===== src/rtl/toggle_event_decoder.sv =====
// Turns an asynchronous toggle-encoded line into one-cycle event pulses, with a wrapping event
// count and a saturating pending counter drained by valid/ready. Macro: TOGGLE_GLITCH_FILTER_EN.
module toggle_event_decoder #(
    parameter int SYNC_STAGES = 2,
    parameter int CNT_W       = 8,
    parameter int PEND_W      = 4
) (
    input  logic              clk,
    input  logic              reset,
    input  logic              tog_in,
    output logic              ev_pulse,
    output logic              ev_valid,
    input  logic              ev_ready,
    output logic [CNT_W-1:0]  ev_count,
    output logic [PEND_W-1:0] pend,
    output logic              overflow
);

`ifdef TOGGLE_GLITCH_FILTER_EN
    localparam int ARM_CYC = SYNC_STAGES + 2;
`else
    localparam int ARM_CYC = SYNC_STAGES + 1;
`endif
    localparam int AW = $clog2(ARM_CYC + 1);

    typedef enum logic {ARM, RUN} state_t;

    state_t                 state, state_nxt;
    logic [AW-1:0]          arm_cnt, arm_cnt_nxt;
    logic [SYNC_STAGES-1:0] sync;
    logic                   tog_s;
    logic                   tog_d;
    logic                   det;
    logic                   pop;

    assign tog_s = sync[SYNC_STAGES-1];

    always_ff @(posedge clk or posedge reset) begin
        if (reset) begin
            sync <= '0;
        end else begin
            sync <= {sync[SYNC_STAGES-2:0], tog_in};
        end
    end

`ifdef TOGGLE_GLITCH_FILTER_EN
    logic tog_f;
    logic stable;

    // tog_d only follows a level that tog_s has shown on two consecutive cycles
    assign stable = (tog_s == tog_f);
    assign det    = stable & (tog_s ^ tog_d);

    always_ff @(posedge clk or posedge reset) begin
        if (reset) begin
            tog_f <= 1'b0;
            tog_d <= 1'b0;
        end else begin
            tog_f <= tog_s;
            if (stable) begin
                tog_d <= tog_s;
            end
        end
    end
`else
    assign det = tog_s ^ tog_d;

    always_ff @(posedge clk or posedge reset) begin
        if (reset) begin
            tog_d <= 1'b0;
        end else begin
            tog_d <= tog_s;
        end
    end
`endif

    always_ff @(posedge clk or posedge reset) begin
        if (reset) begin
            state   <= ARM;
            arm_cnt <= '0;
        end else begin
            state   <= state_nxt;
            arm_cnt <= arm_cnt_nxt;
        end
    end

    // ARM masks the edge seen when tog_in is already high at reset release
    always_comb begin
        state_nxt   = state;
        arm_cnt_nxt = arm_cnt;
        case (state)
            ARM: begin
                arm_cnt_nxt = arm_cnt + AW'(1);
                if (arm_cnt == AW'(ARM_CYC - 1)) begin
                    state_nxt = RUN;
                end
            end
            default: begin
                state_nxt = RUN;
            end
        endcase
    end

    assign ev_valid = (pend != '0);
    assign pop      = ev_valid & ev_ready;

    always_ff @(posedge clk or posedge reset) begin
        if (reset) begin
            ev_pulse <= 1'b0;
            ev_count <= '0;
            pend     <= '0;
            overflow <= 1'b0;
        end else begin
            ev_pulse <= det & (state == RUN);
            if (ev_pulse) begin
                ev_count <= ev_count + CNT_W'(1);
            end
            if (ev_pulse && !pop) begin
                if (&pend) begin
                    overflow <= 1'b1;
                end else begin
                    pend <= pend + PEND_W'(1);
                end
            end else if (!ev_pulse && pop) begin
                pend <= pend - PEND_W'(1);
            end
        end
    end

endmodule

===== config.mk =====
export PLATFORM = sky130hd
export DESIGN_NAME = toggle_event_decoder
export DESIGN_NICKNAME = d
export VERILOG_FILES = /design/src/rtl/toggle_event_decoder.sv
export SDC_FILE = /design/constraint.sdc
export NUM_CORES = 1
export LEC_CHECK = 0
export CORE_MARGIN = 2
export CORE_UTILIZATION = 30
export CTS_BUF_LIST = sky130_fd_sc_hd__clkbuf_8 sky130_fd_sc_hd__clkbuf_16
export CTS_CLUSTER_SIZE = 12
export DETAILED_ROUTE_END_ITERATION = 12
export DONT_BUFFER_PORTS = 1
export PLACE_DENSITY = 0.55
export SYNTH_ARGS = -nofsm -noshare
export SYNTH_HDL_FRONTEND = slang
export SYNTH_SLANG_ARGS = --single-unit

===== constraint.sdc =====
create_clock -name clk -period 3.1 [get_ports clk]
set_input_delay 0.93 -clock clk [delete_from_list [all_inputs] [get_ports clk]]
set_output_delay 0.93 -clock clk [all_outputs]
set_load 0.03 [all_outputs]

==> results of run 1 <==
[Yosys cell counts]
cell type | n | area share
o21ai_2 | 1 | 0.0092
nor2_1 | 3 | 0.012
or2_2 | 1 | 0.0066
a221oi_2 | 1 | 0.016
nand2_1 | 3 | 0.012
or4_4 | 1 | 0.012
a21bo_2 | 1 | 0.011
mux2i_1 | 1 | 0.011
nand3_1 | 4 | 0.021
xnor2_1 | 7 | 0.065
and2_1 | 1 | 0.0066
nand4_1 | 2 | 0.013
o32ai_4 | 1 | 0.029
clkbuf_1 | 1 | 0.0040
fa_1 | 1 | 0.021
o41ai_4 | 1 | 0.029
and4_2 | 1 | 0.011
a21o_1 | 1 | 0.0079
o31a_1 | 1 | 0.0092
a221oi_1 | 1 | 0.0092
mux2_2 | 2 | 0.024
dfrtp_1 | 20 | 0.53
a31o_2 | 1 | 0.0092
inv_1 | 4 | 0.016
a21oi_1 | 2 | 0.011
ha_1 | 4 | 0.053
xor2_1 | 5 | 0.046
[sequential cells by signal, indices dropped and copies added, names as in the netlist]
name and count:
sync 2, arm_cnt 2, ev_pulse 1, pend 4, state 1, tog_d 1, overflow 1, ev_count 8
[final timing paths]
kind,from,to,slack [ns]
min reg2reg,sync[0]$_DFF_PP0_,sync[1]$_DFF_PP0_,0.35
max reg2reg,pend[2]$_DFFE_PP0P_,pend[3]$_DFFE_PP0P_,0.65
max,pend[2]$_DFFE_PP0P_,ev_valid,0.65
min in group asynchronous,reset,arm_cnt[0]$_DFFE_PP0N_,0.68
min,sync[0]$_DFF_PP0_,sync[1]$_DFF_PP0_,0.35
max in group asynchronous,reset,overflow$_DFFE_PP0P_,1.95
[kinds of logic (layout without fill, tap and decap cells)]
family          Yosys count  after routing  share of synthesized area
fa+ha+maj                 5              5                     0.0739
flops                    20             20                      0.528
xor+xnor                 12             12                      0.111
compound gates           11             11                      0.140
mux                       3              3                     0.0343
simple gates             16             16                     0.0937
buf+inv                   5              9                     0.0198
[layout make-up]
type	instances	area, sq um
Timing Repair Buffer	1	7.51
Inverter	4	15.0
Clock inverter	1	30.0
Fill cell	313	1950
Sequential cell	20	500
Multi-Input combinational cell	47	429
Tap cell	44	55.1
Clock buffer	3	41.3
[report_power, final]
part	switching (uW)	internal [uW]
Clock	85.1	172
Sequential	296	337
Combinational	125	149
Total	506	658
[layer usage]
layer / track usage / vias to the layer above
met5: 0 / -
met4: 0.0190 / 0
met3: 0.0519 / 0
met2: 0.132 / 22
met1: 0.123 / 270
li1: - / 262
[through the flow]
step                power, uW  instances  hold WS (ns)   util
CTS                      1180        120         0.356  0.356
global placement          908        116         0.333  0.333
detailed placement        916        116         0.337  0.333
finish                   1160        120         0.352  0.356
floorplan                 847         72         0.331      -
global route             1240        120         0.358  0.356
==> results.md, run 1 <==
* Worst IR Drop VDD at roughly 0.46 mV
* RSZ-0062 raised after global routing: no
* Crit. End Element: output pin
* Chip height at between 60 and 70 um
* Cell Chain, Critical Path: or4_4
* Most frequent cells in the layout: dfrtp_1 (20), xnor2_1 (7), xor2_1 (5)
* Pleak at approximately 0.00046 uW
* Total CTS buffers at 3
* Die area at 3630 sq um
* Detailed-placement wirelength estimate at around 1100 um
* # hold bufs at CTS at 0
* Sink Count at 20
* Setup CP Type: register to output pin
* Worst hold stages at 0
* Worst-skew pair later-pin latency at ~0.26 ns
* Max-cap violations at 0
* Yosys warns at 0
* Hold Path Class: register to register
* Crit share post-route at 0.790
* Sequential fraction of the synthesis area at 0.528
* Worst Tran Pin Value at between 0.7 and 0.8 ns
* Gr ovfl total at 0
* Resized cells post-CTS at 0
* Io pins at 19
* Slew headroom at 0.502
* CTS tree: built
* Flop and latch count out of synthesis at 20
* Antenna violations before repair at 0
* Vias in the first global route at 520
* DR vias/cell at approximately 4.6
* Die W at between 60 and 70 um
* Setup violation total in the final timing report at 0
* Final #Nets at 86
* Num rows at 20
* Hold Fails Final Rpt at 0
* Crit path max-delay family: simple AND/OR/NAND/NOR gates
* Layout cells sized above 1 at 0.211
* First-pass GRT wire length at about 2500 um
* Total Wirelength at roughly 1500 um
* Number of I/O port buffers at 0
* Antenna viol nets, final at 0
* Fin Setup TNS at 0 ns
* Startpoint Class: register
* Critical-path top delay cell: or4_4
* Via count at around 550
* Cell variety after synth at 27
* WP buf/inv at 0
* Global Route Usage Sum at 0.0926
* Met3 Routed Length at roughly 160 um
* Outcome: finished, final reports clean
* Clk slew on worst S/H paths at approximately 0.07 ns
* Layout area overhead at 13.7%
* Commonest non-fill, non-tap cell in the layout: dfrtp_1
* Drt initial violations at 20
* Clock Root Buffer: clkbuf_8
* Worst path depth at 1
* Final min period at roughly 2.4 ns
* Mapped Avg Cell Area at roughly 13 sq um
* H-tree depth at 1
* Drt wl/cell at 12.3 um
* M1 WL at around 650 um
* PD cells at 1080 nW/um^2
* Final antenna diode count at 0
* CORE AREA at 3030 sq um
* Syn Inst Count at 72
* Clock Path Buffers at 2
* Worst-path fanout max at 7
* Req. time, crit path at 2.17 ns
* Post-route DRC at 0
* RePlAce Congestion at about 0.8
* Largest net degree at the start of global routing at 21
* Post-route cell area at 1080 sq um
* Final Skew at around 0.0015 ns
* Crit path DAT at between 1.5 and 2 ns
* Pre-antenna DRT Iters at 4
* Pre-CTS WS at ~0.64 ns
* Initial cell density of the core at 0.313
* Max Transition Viols Final at 0
* Worst reg2reg path depth at 7
* DR WL met2 at roughly 660 um
* FMAX at around 400 MHz
* Post-Synthesis Cell Area at approximately 950 sq um
* Post-Syn Nets at slightly above 80
* Worst setup slack after layout at between 0.6 and 0.7 ns
* Highest Signal Layer: met3
* Area after DPL at between 1000 and 1500 sq um
* Largest stage delay, worst path at roughly 0.7 ns
* Setup bufs post-CTS at 0
Power figures use the tool's default switching activity.
==> run 2: changes to the inputs <==
clock period = 2.3 ns   (was 3.1 ns; I/O delays follow)
==> run 2 against run 1 <==
Against the previous run:
- sequential share of layout area decreased by 1.5 points
- highest routed layer unchanged
- via count increased by 4.5%
- global-route usage up 1.5 points
- worst hold slack barely moved
- wire length grew 14%
- sequential cell count is the same
- setup slack lost 0.57 ns
- clock skew increased by 0.0015 ns
- total power grew 41%
- first-iteration DRC count shrank 70%
- design area grew 3.6%
- combinational power is 110% higher
==> results.md, run 2 (synthesized netlist as in run 1, its figures left out) <==
* Crit share post-route at 0.963
* Met3 Use GR at 0.0498
* Fin Setup TNS at 0 ns
* First-pass GRT wire length at 2880 um
* # hold bufs at CTS at 0
* GR peak layer: met2
* Via count at 579
* Die W at around 60 um
* Worst IR Drop VDD at around 0.6 mV
* Worst hold stages at 0
* Cell Chain, Critical Path: buf_4 -> or4_4
* Seq. cell area at about 500 sq um
* Antenna viol nets, final at 0
* Total Wirelength at about 1700 um
* Worst Tran Pin Value at between 0.7 and 0.8 ns
* Resized cells post-CTS at 0
* CORE AREA at about 3000 sq um
* WP buf/inv at 1
* Detailed-placement wirelength estimate at between 1000 and 1500 um
* Hold Fails Final Rpt at 0
* Startpoint Class: register
* Initial cell density of the core at 0.313
* Hold Path Class: register to register
* Worst-skew pair later-pin latency at around 0.25 ns
* FMAX at approximately 450 MHz
* Worst path depth at 2
* Pleak at between 0.0004 and 0.0005 uW
* Clk slew on worst S/H paths at 0.07 ns
* Registers with the most flip-flops: ev_count x8, pend x4
* Pre-antenna DRT Iters at 2
* M1 GR Usage at 0.130
* Die area at 3630 sq um
* Gr ovfl total at 0
* H-tree depth at 1
* Number of I/O port buffers at 0
* Total CTS buffers at 3
* Sink Count at 20
* Most frequent cells in the layout: dfrtp_1 (19), xnor2_1 (7), buf_4 (6)
* Setup CP Type: register to output pin
* Largest net degree at the start of global routing at 21
* Max-cap violations at 0
* Final antenna diode count at 0
* Antenna violations before repair at 0
* Post-route DRC at 0
* Io pins at 19
* Setup violation total in the final timing report at 0
* Req. time, crit path at ~1.6 ns
* Layout cells sized above 1 at 0.272
* CTS tree: built
* WHS at between 0.3 and 0.4 ns
* Worst-path fanout max at 4
* Max reg flops at 8
* Largest stage delay, worst path at around 0.63 ns
* Final Skew at between 0.003 and 0.004 ns
* Reg with most FFs: ev_count
* Final #Nets at 91
* Drt initial violations at 6
* DR vias/cell at 4.63
* Num rows at 20
* RePlAce Congestion at 0.781
* Crit path DAT at 1.53 ns
* Setup bufs post-CTS at 0
* RSZ-0062 raised after global routing: no
* Chip height at approximately 60 um
* Slew headroom at 0.492
* Worst reg2reg path depth at 7
* Final min period at approximately 2.2 ns
* Clock Root Buffer: clkbuf_8
* Crit path max-delay family: simple AND/OR/NAND/NOR gates
* Met2 GRT Util at 0.183
* Outcome: finished, final reports clean
* Area after DPL at 1050 sq um
* Commonest non-fill, non-tap cell in the layout: dfrtp_1
* Layout area overhead at 17.8%
* Crit. End Element: output pin
* Vias in the first global route at around 660
* Post-route cell area at around 1100 sq um
* PD cells at about 1500 nW/um^2
* Clock Path Buffers at 2
* Global Route Usage Sum at 0.108
* Critical-path top delay cell: or4_4
* Area of the multi-input gates at ~430 sq um
* Fill cells at between 300 and 400
* Max Transition Viols Final at 0
* Drt wl/cell at about 13 um
[run 2: cell count changes in the layout (fill, tap and decap cells not counted)]
cell,delta
dfrtp_2,+1
buf_4,+5
dfrtp_1,-1
[run 2: report_power, final]
group | internal (uW) | total, uW | leakage, uW | switching [uW]
Clock | 232 | 346 | 0.0000357 | 114
Sequential | 459 | 732 | 0.000229 | 273
Combinational | 249 | 568 | 0.000221 | 319
[run 2: worst register-to-register path: cells and delay by family (launching register included)]
kind | cells | cell delay, ns
AOI/OAI and AO/OA | 4 | 0.94
DFF | 1 | 0.42
and+or+nand+nor | 1 | 0.15
xor gates and xnor gates | 1 | 0.13
adders and majority gates | 1 | 0.32
[run 2: final timing paths]
kind | startpoint | endpoint | slack [ns]
hold reg to reg | sync[0]$_DFF_PP0_ | sync[1]$_DFF_PP0_ | 0.35
setup reg to reg | pend[0]$_DFFE_PP0P_ | pend[3]$_DFFE_PP0P_ | 0.22
hold / removal | sync[0]$_DFF_PP0_ | sync[1]$_DFF_PP0_ | 0.35
setup / recovery | pend[2]$_DFFE_PP0P_ | ev_valid | 0.08
min in group asynchronous | reset | arm_cnt[0]$_DFFE_PP0N_ | 0.45
max in group asynchronous | reset | pend[0]$_DFFE_PP0P_ | 1.33
[run 2: layer usage]
metal,part of all wire,routed length (um)
met1,0.42,712
met2,0.50,845
met3,0.075,127
met4,0,0
met5,0,0
[run 2: area by class of cell]
| type | instances | share of cell area |
|---|---|---|
| inverter | 4 | 0.0134 |
| timing repair buffer | 6 | 0.0403 |
| sequential | 20 | 0.449 |
| tap | 44 | 0.0493 |
| multi-input combinational | 47 | 0.384 |
| clock buffer | 3 | 0.0370 |
| clock inverter | 1 | 0.0269 |
[run 2: metrics by stage]
step	setup WS (ns)	total power, uW	std cells	util
after floorplan	0.0220	1140	72	-
after global placement	0.285	1280	121	0.345
final	0.0847	1650	125	0.369
after global routing	0.0456	1760	125	0.369
after CTS	0.0714	1670	125	0.369
after detailed placement	0.214	1310	121	0.345
==> run 3: changes to the inputs <==
--- a/config.mk
+++ b/config.mk
@@ -12,4 +12,5 @@
 export DETAILED_ROUTE_END_ITERATION = 12
 export DONT_BUFFER_PORTS = 1
+export HOLD_SLACK_MARGIN = 0.03
 export PLACE_DENSITY = 0.55
 export SYNTH_ARGS = -nofsm -noshare
==> constraint.sdc (replaced) <==
create_clock -name clk -period 2.3 [get_ports clk]
set_input_delay 0.69 -clock clk [delete_from_list [all_inputs] [get_ports clk]]
set_output_delay 0.69 -clock clk [all_outputs]
set_load 0.05 [all_outputs]
==> run 3 against run 2 <==
Against the previous run:
- sequential share of layout area rose by 0.18 points
- clock skew fell by 0.0020 ns
- setup slack got worse by 0.045 ns
- clock power rose by 3%
- fmax fell by 2.0%
- worst hold slack improved by 0.010 ns
- wire length fell by 1.1%
- first-iteration DRC count rose to 2.7 times the previous value
- highest routed layer is now met4
- critical path depth did not move
==> results.md, run 3 (synthesized netlist as in run 1, its figures left out) <==
* Outcome: finished, final reports clean
* Switching power at 873 uW
* Resized cells post-CTS at 0
* Dpl cells at approximately 120
* Worst setup slack after layout at around 0.040 ns
* Clock power share at 0.195
* Worst-skew pair later-pin latency at 0.26 ns
* Hold Fails Final Rpt at 0
* Setup violation total in the final timing report at 0
* Initial cell density of the core at 0.313
* Crit share post-route at 0.983
* Max reg flops at 8
* Setup bufs post-CTS at 0
* Layout cells sized above 1 at 0.309
* Gr ovfl total at 0
* Antenna violations before repair at 0
* Largest net degree at the start of global routing at 21
* Via count at roughly 590
* Io pins at 19
* Most frequent cells in the layout: dfrtp_1 (16), xnor2_1 (7), buf_4 (6)
* Combinational share of power at 0.339
* PD cells at 1620 nW/um^2
* Clock Root Buffer: clkbuf_8
* CORE AREA at 3030 sq um
* Crit path DAT at 1.57 ns
* Max-cap violations at 0
* Fin Setup TNS at 0 ns
* R2R setup slack at between 0.2 and 0.25 ns
* Final min period at between 2 and 2.5 ns
* Total CTS buffers at 3
* First-pass GRT wire length at approximately 2900 um
* Worst-path fanout max at 6
* Power Internal at 946 uW
* Hold Path Class: register to register
* Registers with the most flip-flops: ev_count x8, pend x4
* RePlAce Congestion at between 0.7 and 0.8
* Slew headroom at 0.495
* Fill cells at between 200 and 300
* Number of I/O port buffers at 0
* Pre-CTS WS at approximately 0.21 ns
* RSZ-0062 raised after global routing: no
* Drt initial violations at 16
* Crit. End Element: output pin
* Register share of total power at 0.466
* H-tree depth at 1
* DR vias/cell at ~4.7
* Clk slew on worst S/H paths at roughly 0.080 ns
* Layout area overhead at 18.2%
* Chip height at approximately 60 um
* Worst Tran Pin Value at 0.757 ns
* Die W at ~60 um
* Total chip power at between 1500 and 2000 uW
* Pre-antenna DRT Iters at 2
* Pleak at 0.000484 uW
* Global Route Usage Sum at 0.114
* Sw frac at 0.480
* Final #Nets at slightly above 90
* Setup CP Type: register to output pin
* FMAX at 442 MHz
* Commonest non-fill, non-tap cell in the layout: dfrtp_1
* Final Skew at just over 0.001 ns
* Drt wl/cell at about 13 um
* Worst IR Drop VDD at 0.780 mV
* Num rows at 20
* Post-route DRC at 0
* Max Transition Viols Final at 0
* Sink Count at 20
* Antenna viol nets, final at 0
* Area of the multi-input gates at 429 sq um
* CTS tree: built
* Req. time, crit path at ~1.6 ns
* Final antenna diode count at 0
* Total Wirelength at around 1700 um
* Vias in the first global route at 600
* Final cell count without fillers at 125
* Seq. cell area at between 500 and 600 sq um
* # hold bufs at CTS at 0
* Clock Path Buffers at 2
* Die area at 3630 sq um
* Detailed-placement wirelength estimate at 1260 um
* Startpoint Class: register
* Reg with most FFs: ev_count
[run 3: layer usage]
metal | up-vias | wire length, um | global-route usage
li1 | 273 | - | -
met1 | 291 | 749 | 0.140
met2 | 21 | 757 | 0.172
met3 | 4 | 142 | 0.0563
met4 | 0 | 17 | 0.0381
met5 | - | 0 | 0
[run 3: cell type report]
class	count	share of cell area
Sequential cell	20	0.451
Multi-Input combinational cell	47	0.383
Tap cell	44	0.0491
Timing Repair Buffer	6	0.0402
Clock buffer	3	0.0368
Clock inverter	1	0.0268
Inverter	4	0.0134
[run 3: metrics by stage]
stage	instance area, sq um	hold slack (ns)	util
after floorplan	953	0.331	-
final	1120	0.362	0.370
after global placement	1050	0.333	0.347
after global routing	1120	0.369	0.370
after detailed placement	1050	0.350	0.347
after CTS	1120	0.368	0.370
[run 3: worst max-delay path, stage by stage (launching register included)]
cell     delay (ns)
dfrtp_2        0.42
buf_4          0.21
or4_4          0.67
[run 3: power by group through the flow]
| stage | logic [uW] | clock network [uW] | registers, uW |
|---|---|---|---|
| 2_1_floorplan | 328 | 0 | 984 |
| 3_3_place_gp | 600 | 0 | 855 |
| 3_5_place_dp | 622 | 0 | 857 |
| 4_1_cts | 624 | 362 | 851 |
| 5_1_grt | 678 | 379 | 872 |
| 6_report | 617 | 355 | 848 |
[run 3: path summary, 6_finish.rpt]
kind	startpoint	endpoint	cells after the start
max	pend[2]$_DFFE_PP0P_	ev_valid	2
min reg2reg	sync[0]$_DFF_PP0_	sync[1]$_DFF_PP0_	0
max in group asynchronous	reset	pend[3]$_DFFE_PP0P_	1
min	sync[0]$_DFF_PP0_	sync[1]$_DFF_PP0_	0
max reg2reg	pend[2]$_DFFE_PP0P_	pend[3]$_DFFE_PP0P_	7
min in group asynchronous	reset	arm_cnt[0]$_DFFE_PP0N_	1
